**config.mk**
```make
export PLATFORM = sky130hd
export DESIGN_NAME = popcount_pipe_accumulator
export DESIGN_NICKNAME = d
export VERILOG_FILES = /design/src/rtl/popcount_pkg.sv /design/src/rtl/popcount_tree_stage.sv /design/src/rtl/popcount_pipe_accumulator.sv
export SDC_FILE = /design/constraint.sdc
export NUM_CORES = 1
export LEC_CHECK = 0
export CORE_MARGIN = 8
export CORE_UTILIZATION = 51
export DETAILED_ROUTE_END_ITERATION = 12
export PLACE_DENSITY = 0.71
export SLEW_MARGIN = 25
export SYNTH_ARGS = -nofsm -noshare
export SYNTH_HDL_FRONTEND = slang
export SYNTH_HIERARCHICAL = 1
export SYNTH_SLANG_ARGS = --single-unit
```
**constraint.sdc**
```tcl
create_clock -name clk -period 2.2 [get_ports clk]
set_input_delay 0.44 -clock clk [delete_from_list [all_inputs] [get_ports clk]]
set_output_delay 0.44 -clock clk [all_outputs]
set_load 0.005 [all_outputs]
```
**src/rtl/popcount_pkg.sv**
```systemverilog
// Shared types and helpers for the pipelined popcount / frame accumulator.
package popcount_pkg;

    typedef struct packed {
        logic valid;
        logic mode;
        logic last;
    } beat_sb_t;

    function automatic int num_levels(input int vector_size);
        return $clog2(vector_size);
    endfunction

    // Saturating add at w bits. Bit w of the result flags saturation and
    // bits [w-1:0] carry the clamped sum; callers keep the low w+1 bits.
    function automatic logic [32:0] sat_add(input logic [31:0] a, input logic [31:0] b,
                                            input int unsigned w);
        logic [32:0] sum;
        logic [32:0] max_val;
        sum     = {1'b0, a} + {1'b0, b};
        max_val = (33'd1 << w) - 33'd1;
        if (sum > max_val) return max_val | (33'd1 << w);
        return sum;
    endfunction

endpackage

```
**src/rtl/popcount_tree_stage.sv**
```systemverilog
// One registered adder-tree level: sums adjacent pairs and carries the beat sideband.
module popcount_tree_stage
    import popcount_pkg::*;
#(
    parameter int IN_COUNT = 2,
    parameter int IN_WIDTH = 1
) (
    input  logic                                 clk,
    input  logic                                 rst,
    input  logic                                 en,
    input  logic [IN_COUNT*IN_WIDTH-1:0]         in_sums,
    input  beat_sb_t                             in_sb,
    output logic [(IN_COUNT/2)*(IN_WIDTH+1)-1:0] out_sums,
    output beat_sb_t                             out_sb
);

    localparam int OUT_COUNT = IN_COUNT / 2;
    localparam int OUT_WIDTH = IN_WIDTH + 1;

    logic [OUT_COUNT*OUT_WIDTH-1:0] sums_d;

    always_comb begin
        sums_d = '0;
        for (int i = 0; i < OUT_COUNT; i++) begin
            sums_d[i*OUT_WIDTH +: OUT_WIDTH] =
                OUT_WIDTH'(in_sums[(2*i)*IN_WIDTH +: IN_WIDTH]) +
                OUT_WIDTH'(in_sums[(2*i+1)*IN_WIDTH +: IN_WIDTH]);
        end
    end

    always_ff @(posedge clk) begin
        if (rst) begin
            out_sums <= '0;
            out_sb   <= '0;
        end else if (en) begin
            out_sums <= sums_d;
            out_sb   <= in_sb;
        end
    end

endmodule

```
**src/rtl/popcount_pipe_accumulator.sv**
```systemverilog
// Pipelined popcount with valid/ready stream and optional saturating per-frame accumulation.
module popcount_pipe_accumulator
    import popcount_pkg::*;
#(
    parameter int VECTOR_SIZE = 16,
    parameter int ACC_WIDTH   = 8
) (
    input  logic                   clk,
    input  logic                   rst,
    input  logic                   in_valid,
    output logic                   in_ready,
    input  logic [VECTOR_SIZE-1:0] in_vector,
    input  logic                   in_mode,
    input  logic                   in_last,
    output logic                   out_valid,
    input  logic                   out_ready,
    output logic [ACC_WIDTH-1:0]   out_count,
    output logic                   out_sat
);

    localparam int NUM_LEVELS = num_levels(VECTOR_SIZE);
    localparam int TREE_W     = NUM_LEVELS + 1;

    if (VECTOR_SIZE < 2 || (VECTOR_SIZE & (VECTOR_SIZE - 1)) != 0) begin : g_bad_size
        $error("VECTOR_SIZE must be a power of two >= 2");
    end
    if (ACC_WIDTH < TREE_W || ACC_WIDTH > 31) begin : g_bad_acc
        $error("ACC_WIDTH must be in [clog2(VECTOR_SIZE)+1, 31]");
    end

    logic     advance;
    beat_sb_t in_sb;

    // Single global enable: the whole pipe stalls only when the output is occupied and blocked.
    assign advance      = !out_valid || out_ready;
    assign in_ready     = advance && !rst;
    assign in_sb.valid  = in_valid && in_ready;
    assign in_sb.mode   = in_mode;
    assign in_sb.last   = in_last;

    for (genvar l = 0; l < NUM_LEVELS; l++) begin : g_lvl
        localparam int IC = VECTOR_SIZE >> l;
        localparam int IW = l + 1;

        logic [IC*IW-1:0]          stage_in;
        beat_sb_t                  sb_in;
        logic [(IC/2)*(IW+1)-1:0]  sums;
        beat_sb_t                  sb;

        if (l == 0) begin : g_src
            assign stage_in = in_vector;
            assign sb_in    = in_sb;
        end else begin : g_src
            assign stage_in = g_lvl[l-1].sums;
            assign sb_in    = g_lvl[l-1].sb;
        end

        popcount_tree_stage #(
            .IN_COUNT (IC),
            .IN_WIDTH (IW)
        ) u_stage (
            .clk      (clk),
            .rst      (rst),
            .en       (advance),
            .in_sums  (stage_in),
            .in_sb    (sb_in),
            .out_sums (sums),
            .out_sb   (sb)
        );
    end

    logic [TREE_W-1:0]    tree_sum;
    beat_sb_t             tree_sb;
    logic [ACC_WIDTH-1:0] tree_ext;
    logic [ACC_WIDTH-1:0] acc;
    logic                 sat_flag;
    logic [ACC_WIDTH:0]   add_res;
    logic                 add_sat;
    logic [ACC_WIDTH-1:0] add_val;

    assign tree_sum = g_lvl[NUM_LEVELS-1].sums;
    assign tree_sb  = g_lvl[NUM_LEVELS-1].sb;
    assign tree_ext = ACC_WIDTH'(tree_sum);
    assign add_res  = (ACC_WIDTH+1)'(sat_add(32'(acc), 32'(tree_ext), ACC_WIDTH));
    assign add_sat  = add_res[ACC_WIDTH];
    assign add_val  = add_res[ACC_WIDTH-1:0];

    always_ff @(posedge clk) begin
        if (rst) begin
            out_valid <= 1'b0;
            out_count <= '0;
            out_sat   <= 1'b0;
            acc       <= '0;
            sat_flag  <= 1'b0;
        end else if (advance) begin
            if (!tree_sb.valid) begin
                out_valid <= 1'b0;
            end else if (!tree_sb.mode) begin
                // Per-word beats bypass the accumulator, so they may sit inside an open frame.
                out_valid <= 1'b1;
                out_count <= tree_ext;
                out_sat   <= 1'b0;
            end else if (!tree_sb.last) begin
                out_valid <= 1'b0;
                acc       <= add_val;
                sat_flag  <= sat_flag | add_sat;
            end else begin
                out_valid <= 1'b1;
                out_count <= add_val;
                out_sat   <= sat_flag | add_sat;
                acc       <= '0;
                sat_flag  <= 1'b0;
            end
        end
    end

endmodule

```
==> impl_summary.log <==
INFO  metric grt_start_max_net_pins = 38
INFO  metric root_buffer = clkbuf_8
INFO  metric final_cells = 504
INFO  metric endpoint_kind = output pin
INFO  metric post-synth-top-area-fraction = 0.393
INFO  metric clk_latency = 350 ps
INFO  metric timing_worst_slew_pin_value = 559 ps
INFO  metric core_area = 7100 µm²
INFO  metric top_level_port_count = 33
INFO  metric wire_length_of_the_first_global_routing_pass = 12200 µm
INFO  metric cts_max_path_buffers = 2
INFO  metric port_buffer_cells = 32
INFO  metric synth_top_cell_by_area = dfxtp_1
INFO  metric worst-path-max-fanout = 4
INFO  metric final.setup.tns = 0 ps
INFO  metric die_area = 10200 µm²
INFO  metric p_leak = 1.97 nW
INFO  metric synth.yosys.seq_area_share = 0.393
INFO  metric final_min_period_over_clock_period = 0.961
INFO  metric placement_rows = 31
INFO  metric worst_setup_path_start_kind = input port
INFO  metric final.setup.worst_slack = 86.8 ps
INFO  metric r2r-end = out_count[6]$_SDFFE_PP0P_
INFO  metric place_inst = 488
INFO  metric final.setup_skew = 12.0 ps
INFO  metric post_drt_wl_per_cell = 14.0 µm
INFO  metric postCtsSetupBuffers = 0
INFO  metric grt.overflow.total = 0
INFO  metric max_freq = 473 MHz
INFO  metric hold_viol_final = 0
INFO  metric r2r_slack = 130 ps
INFO  metric finalWeightedCongestion = 0.861
INFO  metric p_per_area = 628 nW/µm²
INFO  metric crit_start = out_ready
INFO  metric place_area = 4010 µm²
INFO  metric timing_worst_setup_path_type = input port to output pin
INFO  metric setup_repair_after_global_routing_missed_its_margin = false
INFO  metric drive_above_1_share = 0.123
INFO  metric number_of_global_route_vias_before_repair = 2734
INFO  metric cp_data_arrival_time = 1670 ps
INFO  metric vias_per_cell = 5.31
INFO  metric finish.instance_area = 4230 µm²
INFO  metric synth_commonest_cells = 72 x dfxtp_1, 62 x nor2_1, 43 x mux2i_1, 27 x ha_1, 19 x a21oi_1
INFO  metric post-route-min-period = 2110 ps
INFO  metric finalMaxSlewViolations = 0
INFO  metric synth.area.top_cells = dfxtp_1 39%, mux2i_1 12%, ha_1 9.2%
INFO  metric max_slew_margin = 0.627
INFO  metric postRouteWirelength = 7080 µm
INFO  metric route.detailed.drc = 0
INFO  metric synth.ff_latch_count = 72
INFO  metric cts-hold-fix-buffers = 0
INFO  metric fin_nets = 457
INFO  metric critPathRequiredTime = 1760 ps
INFO  metric drt.antenna.violating_nets = 0
INFO  metric drv.max_cap_violation_count = 0
INFO  metric post-synth-top-count-cell = dfxtp_1
INFO  metric timing.final.setup_violations = 0
INFO  metric async_reset_ff_frac = 0
INFO  metric drt_first_iter_violations = 108
INFO  metric synth_top_flop_cell = dfxtp_1
INFO  metric htreeDepth = 3
INFO  metric postCtsResizedCells = 0
INFO  metric path_clk_slew = 80 ps
INFO  metric cp-endpoint = in_ready
INFO  metric chipWidth = 101 µm
INFO  metric result_of_the_run = finished clean
INFO  metric synth_edf_count = 0
INFO  metric synth_cell_type_count = 50
INFO  metric global_route.usage.total = 0.149
INFO  metric reg2regPathDepth = 8
INFO  metric iteration_count_of_the_initial_detailed_routing_pass = 4
INFO  metric tritoncts = yes
INFO  metric area.growth.synth_to_final = 15.3%
INFO  metric final_util = 0.596
INFO  metric per_instance_average_area_after_synthesis = 10.1 µm²
INFO  metric post_detailed_placement_half_perimeter_wirelength = 5110 µm
INFO  metric die_y = 101 µm
INFO  metric post_synth_instance_area = 3670 µm²
INFO  metric cts-buffers-inserted = 9
INFO  metric placement.setup.worst_slack = 40.0 ps
INFO  metric timing.rr.start = g_lvl[3].u_stage/out_sums[0]$_SDFFE_PP0P_
INFO  metric max-vdd-ir-drop = 0.000445 V
INFO  metric syn-num-nets = 422
INFO  metric detailroute.via_count = 2675
INFO  metric synth_warnings = 6
INFO  metric initial_core_util = 0.517
INFO  metric numClockSinks = 72
INFO  metric antenna_found_initial = 0
INFO  metric antennaDiodeCount = 0
INFO  metric timing.hold.worst.class = register to register
INFO  metric mapped_cells = 365
[stage by stage]
| stage | hold WS, ps | power, mW |
|---|---|---|
| global route | 479 | 2.79 |
| global placement | 440 | 1.65 |
| detailed placement | 447 | 1.66 |
| finish | 451 | 2.66 |
| floorplan | 436 | 1.57 |
| CTS | 456 | 2.69 |
[flip-flops by register name, summed over array words and instances, names as in the netlist]
name                    flops
out_count                   8
g_lvl.u_stage/out_sums     41
acc                         8
out_valid                   1
sat_flag                    1
out_sat                     1
g_lvl.u_stage/out_sb       12
[worst min-delay path by stage]
stage | to | slack, ps | from | cells past startpoint
finish | out_count[6]$_SDFFE_PP0P_ | 450 | out_count[6]$_SDFFE_PP0P_ | 2
global route | out_count[6]$_SDFFE_PP0P_ | 480 | out_count[6]$_SDFFE_PP0P_ | 2
CTS | out_count[6]$_SDFFE_PP0P_ | 460 | out_count[6]$_SDFFE_PP0P_ | 2
detailed placement | out_sat$_SDFFE_PP0P_ | 450 | out_sat$_SDFFE_PP0P_ | 2
global placement | out_count[6]$_SDFFE_PP0P_ | 440 | out_count[6]$_SDFFE_PP0P_ | 2
floorplan | acc[4]$_SDFFE_PP0P_ | 440 | acc[4]$_SDFFE_PP0P_ | 2
[logic make-up (layout without fill, tap and decap cells)]
logic type | after synthesis | in the layout | synth area share
xor+xnor | 5 | 5 | 0.0119
buf+inv | 37 | 77 | 0.0686
simple gates | 102 | 102 | 0.130
fa+ha+maj | 35 | 35 | 0.136
flops | 72 | 72 | 0.393
compound gates | 70 | 70 | 0.141
mux | 44 | 44 | 0.120
[critical path: stages]
cell	delay [ps]
clkdlybuf4s50_1	460
nand2b_4	150
and2_1	130
clkdlybuf4s50_1	500
[layout make-up]
class / instances / area, µm²
clock buffer: 10 / 128
clock inverter: 6 / 68.8
fill: 608 / 2870
inverter: 16 / 60.1
multi-input combinational: 256 / 2000
sequential: 72 / 1440
tap: 99 / 124
timing repair buffer: 45 / 413
[cells in the final DEF (no fill, tap or decap), drive strengths merged, types with 6 or more instances in the layout]
| cell | netlist | layout |
|---|---|---|
| clkdlybuf4s50 | 0 | 31 |
| mux2i | 43 | 43 |
| a211oi | 13 | 13 |
| inv | 16 | 17 |
| nand2 | 10 | 10 |
| buf | 17 | 14 |
| o21ai | 12 | 12 |
| a21oi | 19 | 19 |
| ha | 27 | 27 |
| nor2 | 62 | 62 |
| dfxtp | 72 | 72 |
| a21o | 6 | 6 |
| nand2b | 7 | 7 |
| nand3 | 7 | 7 |
| clkbuf | 4 | 10 |
| fa | 8 | 8 |
[power breakdown]
part           switching, mW  internal [mW]  total [mW]
sequential            0.0405           1.36        1.40
combinational          0.106          0.123       0.229
clock                  0.500          0.530        1.03
[routing by layer]
layer,GRT usage,wire [µm],vias to the layer above
met4,0.0593,111,0
met5,0,0,-
li1,-,-,1348
met3,0.0366,245,11
met1,0.173,3210,1273
met2,0.257,3500,43
Power figures use the tool's default switching activity.
